### config.mk
export PLATFORM = sky130hd
export DESIGN_NAME = cmp_search_ctrl
export DESIGN_NICKNAME = d
export VERILOG_FILES = /design/src/rtl/cmp_pkg.sv /design/src/rtl/cmp_flag_check.sv /design/src/rtl/cmp_search_ctrl.sv
export SDC_FILE = /design/constraint.sdc
export NUM_CORES = 1
export LEC_CHECK = 0
export CAP_MARGIN = 10
export CORE_AREA = 2 2 61 69
export DETAILED_ROUTE_END_ITERATION = 16
export DIE_AREA = 0 0 63 71
export SKIP_CTS_REPAIR_TIMING = 1
export SYNTH_ARGS = -nofsm -noshare
export SYNTH_HDL_FRONTEND = slang
export SYNTH_SLANG_ARGS = --single-unit
export TNS_END_PERCENT = 50
### constraint.sdc
create_clock -name clk -period 1.9 [get_ports clk]
set_clock_uncertainty 0.2 [all_clocks]
set_input_delay 0.38 -clock clk [delete_from_list [all_inputs] [get_ports clk]]
set_output_delay 0.38 -clock clk [all_outputs]
set_load 0.01 [all_outputs]
### src/rtl/cmp_pkg.sv
`default_nettype none
// ============================================================================
// Module   : cmp_pkg
// Purpose  : Shared state encoding and width helpers for cmp_search_ctrl.
// Revision : 1.0
// ============================================================================
package cmp_pkg;

    typedef enum logic [1:0] {
        IDLE   = 2'd0,
        PROBE  = 2'd1,
        SAMPLE = 2'd2,
        DONE   = 2'd3
    } state_t;

    // Counter must hold WIDTH+1 probes, the longest consistent search.
    function automatic int iter_cnt_width(input int width);
        return $clog2(width + 2);
    endfunction

endpackage
`default_nettype wire

### src/rtl/cmp_flag_check.sv
`default_nettype none
// ============================================================================
// Module   : cmp_flag_check
// Purpose  : Validates comparator flags (exactly one high) and decodes them.
// Revision : 1.0
// ============================================================================
module cmp_flag_check (
    input  logic a_gra_b,
    input  logic a_less_b,
    input  logic a_equ_b,
    output logic legal,
    output logic gt,
    output logic lt,
    output logic eq
);

    // Three-way XOR is high for one or three set flags; exclude the latter.
    assign legal = (a_gra_b ^ a_less_b ^ a_equ_b) & ~(a_gra_b & a_less_b & a_equ_b);
    assign gt    = legal & a_gra_b;
    assign lt    = legal & a_less_b;
    assign eq    = legal & a_equ_b;

endmodule
`default_nettype wire

### src/rtl/cmp_search_ctrl.sv
`default_nettype none
// ============================================================================
// Module   : cmp_search_ctrl
// Purpose  : Binary-search controller driving the probe side of a magnitude
//            comparator. Optional iteration counter: CMP_SEARCH_ITER_CNT_EN.
// Revision : 1.0
// ============================================================================
module cmp_search_ctrl
    import cmp_pkg::*;
#(
    parameter int WIDTH = 4
`ifdef CMP_SEARCH_ITER_CNT_EN
    ,
    localparam int ITER_W = iter_cnt_width(WIDTH)
`endif
) (
    input  logic             clk,
    input  logic             rst,
    input  logic             start,
    input  logic             a_gra_b,
    input  logic             a_less_b,
    input  logic             a_equ_b,
    output logic [WIDTH-1:0] probe,
    output logic             busy,
    output logic             done,
    output logic             found,
    output logic             err,
    output logic [WIDTH-1:0] result
`ifdef CMP_SEARCH_ITER_CNT_EN
    ,
    output logic [ITER_W-1:0] iters
`endif
);

    // Bounds carry one extra bit so probe+1 at the top of the range cannot wrap.
    localparam int              BW    = WIDTH + 1;
    localparam logic [BW-1:0]   C_MAX = {1'b0, {WIDTH{1'b1}}};

    state_t           r_state, w_state_nxt;
    logic [BW-1:0]    r_lo, w_lo_nxt;
    logic [BW-1:0]    r_hi, w_hi_nxt;
    logic [WIDTH-1:0] r_probe, w_probe_nxt;
    logic [WIDTH-1:0] r_result, w_result_nxt;
    logic             r_found, w_found_nxt;
    logic             r_err, w_err_nxt;

    logic [BW-1:0]    w_sum;
    logic [BW-1:0]    w_probe_ext;
    logic [BW-1:0]    w_probe_inc;
    logic [BW-1:0]    w_probe_dec;
    logic             w_legal, w_gt, w_lt, w_eq;

`ifdef CMP_SEARCH_ITER_CNT_EN
    logic [ITER_W-1:0] r_iter, w_iter_nxt;
`endif

    cmp_flag_check u_flag_check (
        .a_gra_b  (a_gra_b),
        .a_less_b (a_less_b),
        .a_equ_b  (a_equ_b),
        .legal    (w_legal),
        .gt       (w_gt),
        .lt       (w_lt),
        .eq       (w_eq)
    );

    assign w_sum       = r_lo + r_hi;
    assign w_probe_ext = {1'b0, r_probe};
    assign w_probe_inc = w_probe_ext + BW'(1);
    assign w_probe_dec = w_probe_ext - BW'(1);

    always_comb begin
        w_state_nxt  = r_state;
        w_lo_nxt     = r_lo;
        w_hi_nxt     = r_hi;
        w_probe_nxt  = r_probe;
        w_result_nxt = r_result;
        w_found_nxt  = r_found;
        w_err_nxt    = r_err;
`ifdef CMP_SEARCH_ITER_CNT_EN
        w_iter_nxt   = r_iter;
`endif
        case (r_state)
            IDLE: begin
                if (start) begin
                    w_lo_nxt    = '0;
                    w_hi_nxt    = C_MAX;
                    w_found_nxt = 1'b0;
                    w_err_nxt   = 1'b0;
                    w_state_nxt = PROBE;
`ifdef CMP_SEARCH_ITER_CNT_EN
                    w_iter_nxt  = '0;
`endif
                end
            end
            PROBE: begin
                w_probe_nxt = w_sum[WIDTH:1];
                w_state_nxt = SAMPLE;
            end
            SAMPLE: begin
`ifdef CMP_SEARCH_ITER_CNT_EN
                w_iter_nxt = r_iter + ITER_W'(1);
`endif
                if (!w_legal) begin
                    w_err_nxt   = 1'b1;
                    w_found_nxt = 1'b0;
                    w_state_nxt = DONE;
                end else if (w_eq) begin
                    w_result_nxt = r_probe;
                    w_found_nxt  = 1'b1;
                    w_state_nxt  = DONE;
                end else if (w_gt) begin
                    w_lo_nxt    = w_probe_inc;
                    w_found_nxt = 1'b0;
                    w_state_nxt = (w_probe_inc > r_hi) ? DONE : PROBE;
                end else if (w_lt) begin
                    w_found_nxt = 1'b0;
                    if (w_probe_ext == r_lo) begin
                        w_state_nxt = DONE;
                    end else begin
                        w_hi_nxt    = w_probe_dec;
                        w_state_nxt = PROBE;
                    end
                end
            end
            DONE: begin
                w_state_nxt = IDLE;
            end
            default: begin
                w_state_nxt = IDLE;
            end
        endcase
    end

    always_ff @(posedge clk) begin
        if (rst) begin
            r_state  <= IDLE;
            r_lo     <= '0;
            r_hi     <= '0;
            r_probe  <= '0;
            r_result <= '0;
            r_found  <= 1'b0;
            r_err    <= 1'b0;
        end else begin
            r_state  <= w_state_nxt;
            r_lo     <= w_lo_nxt;
            r_hi     <= w_hi_nxt;
            r_probe  <= w_probe_nxt;
            r_result <= w_result_nxt;
            r_found  <= w_found_nxt;
            r_err    <= w_err_nxt;
        end
    end

`ifdef CMP_SEARCH_ITER_CNT_EN
    always_ff @(posedge clk) begin
        if (rst) begin
            r_iter <= '0;
        end else begin
            r_iter <= w_iter_nxt;
        end
    end

    assign iters = r_iter;
`endif

    assign probe  = r_probe;
    assign result = r_result;
    assign found  = r_found;
    assign err    = r_err;
    assign busy   = (r_state == PROBE) || (r_state == SAMPLE);
    assign done   = (r_state == DONE);

endmodule
`default_nettype wire

==> metrics, run 1 <==
cell taking the most area after synthesis=dfxtp_1; clk_lat worst skew=approximately 270 ps; Synth Area per Inst=between 9 and 10 sq um; register area share after synthesis=between 20% and 30%; CP cell instances=buf_4 -> inv_4 -> ha_4 -> ha_4 -> nand4_1 -> o21bai_1 -> o221ai_2 -> a2111oi_2; Final WS setup=-152.5 ps; antenna violations before repair=0; CTS tree=yes; largest fanout on the critical path=4; Worst setup startpoint=probe[0]$_SDFFE_PP0N_; CTS H-tree depth=1; Critical R2R Launch=probe[0]$_SDFFE_PP0N_; maxcap violations=0; FFs w/ async S/R, synth=0%; Seq cells post-synth=22; WHS=about 300 ps; Tcrit/Tclk final=108.0%; vias in the first global route=approximately 1,400; worst min path class=flop to flop; layout cell share with drive strength beyond 1=a little over a third; final setup vio count=1; kind of cell adding the most delay to the critical path=compound AO/OA/AOI/OAI gates; total CTS buffers=3; Worst setup EP type=flop; Slowest-stage cell, CP=dfxtp_4; DRC Markers=0; Worst-Margin Slew=327.7 ps; maximum vdd ir drop=0.4378 mV; antenna viol nets, final=0; dpl ws=-531.6 ps; crit path DAT=2020 ps; Synth area leaders=dfxtp_1 30%, ha_1 14%, mux2i_1 8.2%, xor2_1 4.8%, nor2_1 4.6%; f_max=just under 500 MHz; # diodes=0; num ports=18; syn_nets=186; Die H=slightly above 70 um; status=finished, violations left; Clock Tree Buf Depth=2; end-of-flow core utilization=a little under three fifths; vias per cell=about 5.1; Die ar.=around 4500 sq um; synth cell count leaders=22 x dfxtp_1, 18 x nor2_1, 16 x ha_1, 13 x inv_1, 12 x mux2i_1; first-pass GRT wire length=6.389 mm; min-delay src=result[2]$_SDFFE_PP0P_; Syn-to-layout area delta=49.11%; Ys Warns=0; grt ovf=0; R2R Setup Slk=-150 ps; most common cell in the synthesized netlist=dfxtp_1; Crit path buffers/inverters=2; PD cells=between 900 and 1000 nW/um^2; Post-DP HPWL=around 2.9 mm; Yosys top cell area share=29.96%; largest net degree at the start of global routing=13; CP required=approximately 1900 ps; Max stage delay on crit path=roughly 370 ps; GRT Total Usage=17.92%; synth unique cells=between 40 and 50; Worst slew margin=between 70% and 80%; mapped cell area=between 1000 and 1500 sq um; nets=roughly 230; Buffers on Ports=17; Root Buffer=clkbuf_8; Routed WL=~4.0 mm; Starting Density=around two fifths; Synth Instances=roughly 160; initial DRC count=47; Post-synth EDFFs=0; # clock sinks=22; ys flop type=dfxtp_1; vias=about 1,300; Pins Over Slew Limit=0; kind of critical path=flop to flop; RSZ-0062 raised after global routing=true; Final Hold Viols=0; failing checks=negative setup slack; leakage=0.0009965 uW; crit path time final=about 2100 ps; GPL Wtd Cong=just over 0.8; crit start category=flop; # rows=24; core area=around 3800 sq um; Die Wd=about 63 um; clk slew on worst S/H paths=80 ps; Worst path most repeated cell=ha_4; drt pass-1 iters=4; DR WL/cell=15.20 um
-- placed cells by master (no fill, tap or decap), types with 4 or more instances in the layout --
master           count
ha_1                 9
nor2_1              18
a21oi_1              7
nand3_1              5
nand2_1              4
dfxtp_4              5
dfxtp_1             15
clkdlybuf4s50_1      9
inv_1               10
a211oi_1             4
nor3_1               4
mux2i_1             11
clkbuf_8             4
ha_4                 7
buf_4               33
a221oi_2             4
xor2_1               5
dlymetal6s2s_1       8
-- metal layers --
layer	wire length, um	share of wire, %	vias up	track usage [%]
met5	0	0	-	0
met1	1644	41	643	21.22
met4	63	1.6	0	6.914
met2	2156	54	23	33.22
li1	-	-	665	-
met3	102	2.6	7	1.590
-- final timing paths --
path	endpoint	cells after the start
setup / recovery	r_state[1]$_SDFFE_PP0P_	8
hold / removal	result[2]$_SDFFE_PP0P_	2
setup reg to reg	r_state[1]$_SDFFE_PP0P_	8
hold reg to reg	result[2]$_SDFFE_PP0P_	2
-- worst register-to-register path, delay by kind of cell (launching register included) --
| kind | cells | cell delay (ps) |
|---|---|---|
| AO/OA/AOI/OAI | 3 | 610 |
| adder cells (fa/ha/maj) | 2 | 450 |
| buffers and inverters | 2 | 190 |
| flip-flops | 1 | 370 |
| AND/OR/NAND/NOR | 1 | 120 |
-- layout make-up --
class,count,area [sq um]
Clock buffer,4,55.05
Fill cell,335,1622
Timing Repair Buffer,50,437.9
Sequential cell,22,461.7
Tap cell,52,65.06
Inverter,13,51.30
Multi-Input combinational cell,120,1121
-- logic make-up (layout without fill, tap and decap cells) --
logic type	count (synthesis)	in the layout	share of synthesized area (%)
simple gates	51	51	18.38
compound gates	29	29	15.23
flops	22	22	29.96
buf+inv	21	67	6.298
fa+ha+maj	17	17	14.98
mux	13	13	9.192
xor+xnor	10	10	5.958
-- state kept, by name, summed over array words and instances, names as in the netlist --
name and count:
err 1, found 1, probe 4, r_hi 5
r_lo 5, r_state 2, result 4
-- metrics by stage --
stage                     cell area, sq um  TNS (ps)  instances  total power, uW
final                                 2192    -152.5        261             2089
after floorplan                       1498    -42.34        163             1180
after global placement                1901     -5259        253             1523
after detailed placement              1901     -6150        253             1546
after CTS                             1956     -1955        257             1902
after global routing                  2192    -309.3        261             2231
-- where the power goes --
group | switching, uW | internal, uW | total, uW
registers | 72.0 | 536 | 608
clock network | 162 | 185 | 347
logic | 559 | 574 | 1130
total | 793 | 1300 | 2090
No activity file was read; power rests on OpenSTA's default activity.
==> run 2: changes to the inputs <==
--- a/config.mk
+++ b/config.mk
@@ -7,6 +7,7 @@
 export LEC_CHECK = 0
 export CAP_MARGIN = 10
 export CORE_AREA = 2 2 61 69
+export CTS_CLUSTER_SIZE = 8
 export DETAILED_ROUTE_END_ITERATION = 16
 export DIE_AREA = 0 0 63 71
 export SKIP_CTS_REPAIR_TIMING = 1
==> constraint.sdc (replaced) <==
create_clock -name clk -period 2.3 [get_ports clk]
set_clock_uncertainty 0.2 [all_clocks]
set_input_delay 0.46 -clock clk [delete_from_list [all_inputs] [get_ports clk]]
set_output_delay 0.46 -clock clk [all_outputs]
set_load 0.01 [all_outputs]
==> run 2 against run 1 <==
Against the previous run:
- the flow now finishes without violations
- routed wire length shrank 12%
- global-route usage shrank 0.78 points
- count of clock-buffer cells in the layout is the same
- core utilization shrank 10 points
- sequential power shrank 19%
- die area is the same
- largest cell class unchanged
- highest routed layer unchanged
==> metrics, run 2 (synthesis results as in run 1) <==
final instance area=1812 sq um (-17%); CP cell instances=clkdlybuf4s50_1 -> ha_1 -> and4bb_2 -> o21ai_0 -> a31o_4 -> a221oi_1; clk_lat worst skew=260 ps (about the same); total CTS buffers=3 (unchanged); vias=1,226 (-8.4%); maxcap violations=0 (unchanged); Die Wd=63 um (unchanged); # clock sinks=22 (unchanged); largest net degree at the start of global routing=13 (unchanged); initial DRC count=50 (+6.4%); WHS=301.1 ps (-0.1440 ps); Tcrit/Tclk final=roughly 96%; sequential share of power=34.1% (+5.0 points); R2R depth=7 (-1); placed cells=236 (-6.7%); f_max=451.0 MHz; Cell Area, Placed=1752 sq um (-7.8%); core area=3814 sq um (unchanged); Filler Cells Inserted=399 (+19%); Starting Density=38.55% (unchanged); GPL Wtd Cong=0.8320 (+1.8%); antenna violations before repair=0 (unchanged); Critical R2R Launch=probe[0]$_SDFFE_PP0N_; Clock Tree Buf Depth=2 (unchanged); Slowest-stage cell, CP=clkdlybuf4s50_1; antenna viol nets, final=0 (unchanged); Die H=71 um (unchanged); combinational share of power=47.0% (-7.3 points); grt ovf=0 (unchanged); Pins Over Slew Limit=0 (unchanged); CTS H-tree depth=1 (unchanged); commonest cells after routing, fill and taps aside=18 x nor2_1, 18 x dfxtp_1, 17 x clkdlybuf4s50_1; DR WL/cell=14.57 um (-4.2%); Buffers on Ports=17 (unchanged); maximum vdd ir drop=0.3017 mV (-31%); nets=212 (-9.0%); kind of critical path=primary input to flop; Min-Delay Path Depth=2 (unchanged); clk slew on worst S/H paths=80 ps (about the same); largest fanout on the critical path=5 (+1); Clk pwr share=19.0% (+2.4 points); DRC Markers=0 (unchanged); PD cells=800.6 nW/um^2 (-16%); # rows=24 (unchanged); RSZ-0062 raised after global routing=false; Worst-Margin Slew=394.5 ps (+66.88 ps); Hold Path Sink=found$_SDFFE_PP0P_; worst min path class=flop to flop; first-pass GRT wire length=6.072 mm (-5.0%); Total Neg Setup Slack=0 ps (+152.5 ps); Syn-to-layout area delta=23.23%; Max stage delay on crit path=440 ps (+70 ps); P_sw=541.0 uW (-32%); P_int=909.4 uW (-30%); num ports=18 (unchanged); vias in the first global route=1,295 (-4.4%); vias per cell=5.108 (-0.35%); Die ar.=4473 sq um (unchanged); min-delay src=found$_SDFFE_PP0P_; Largest regs=r_hi (5), r_lo (5); Worst setup EP type=flop; Root Buffer=clkbuf_8; Final Hold Viols=0 (unchanged); crit path time final=around 2200 ps; CP required=2260 ps (+390 ps); Final Non-Filler Cells=240 (-8.0%); crit start category=primary input; leakage=0.0007614 uW (-24%); drt pass-1 iters=4 (unchanged); Routed WL=3.496 mm (-12%); GRT Total Usage=17.14% (-0.78 points); status=completed; crit path DAT=2170 ps (+150 ps); R2R Setup Slk=140 ps (+290 ps); layout cell share with drive strength beyond 1=14.36% (-21 points); # diodes=0 (unchanged); Post-DP HPWL=2.858 mm (-2.8%); final setup vio count=0 (-1); CTS tree=yes; Worst slew margin=73.70% (-4.5 points); R2R Path End=r_state[1]$_SDFFE_PP0P_; Sw Ratio=37.30% (-0.67 points)
run 2: final cells by class:
class | count | area (sq um) | share of cell area, %
Clock buffer | 4 | 55.05 | 3.039
Inverter | 13 | 48.80 | 2.693
Timing Repair Buffer | 29 | 260.3 | 14.36
Multi-Input combinational cell | 120 | 937.1 | 51.73
Sequential cell | 22 | 445.4 | 24.59
Tap cell | 52 | 65.06 | 3.591
run 2: worst max path at each step:
| stage | start | end | slack (ps) |
|---|---|---|---|
| 4_1_cts | r_state[1]$_SDFFE_PP0P_ | busy | 20 |
| 5_1_grt | probe[0]$_SDFFE_PP0N_ | r_state[1]$_SDFFE_PP0P_ | 10 |
| 3_3_place_gp | a_less_b | r_lo[2]$_SDFFE_PP0P_ | -90 |
| 2_1_floorplan | probe[0]$_SDFFE_PP0N_ | r_state[1]$_SDFFE_PP0P_ | 160 |
| 3_5_place_dp | a_less_b | r_hi[3]$_SDFFE_PP0P_ | -190 |
| 6_report | a_less_b | r_hi[3]$_SDFFE_PP0P_ | 80 |
run 2: per-layer routing:
| metal | global-route usage (%) | wire length (um) |
|---|---|---|
| met5 | 0 | 0 |
| met2 | 32.98 | 1883 |
| met4 | 5.432 | 61 |
| met1 | 19.72 | 1470 |
| met3 | 1.590 | 79 |
run 2: worst max-delay path, delay by kind of cell:
family,cells,cell delay (ps)
buffers and inverters,1,440
and+or+nand+nor,1,240
AOI/OAI and AO/OA,3,680
adders and majority gates,1,350
run 2: metrics by stage:
stage | setup WS [ps] | total power, uW | utilization (%)
floorplan | 161.4 | 954.2 | -
global route | 11.14 | 1566 | 47.51
finish | 82.94 | 1450 | 47.51
CTS | 22.44 | 1465 | 47.38
detailed placement | -191.5 | 1178 | 45.93
global placement | -89.44 | 1156 | 45.93
run 2: power by group through the flow:
stage                     combinational, uW  sequential, uW  clock, uW
after floorplan                         471             484          0
after global placement                  659             497          0
after detailed placement                680             498          0
after CTS                               686             490        290
after global routing                    759             501        307
final                                   681             494        275
==> run 3: changes to the inputs <==
--- a/config.mk
+++ b/config.mk
@@ -7,6 +7,7 @@
 export LEC_CHECK = 0
 export CAP_MARGIN = 10
 export CORE_AREA = 2 2 61 69
+export CTS_CLUSTER_DIAMETER = 200
 export CTS_CLUSTER_SIZE = 8
 export DETAILED_ROUTE_END_ITERATION = 16
 export DIE_AREA = 0 0 63 71
==> results of run 3 <==
Final layout, timing and power as in run 2 (identical DEF).
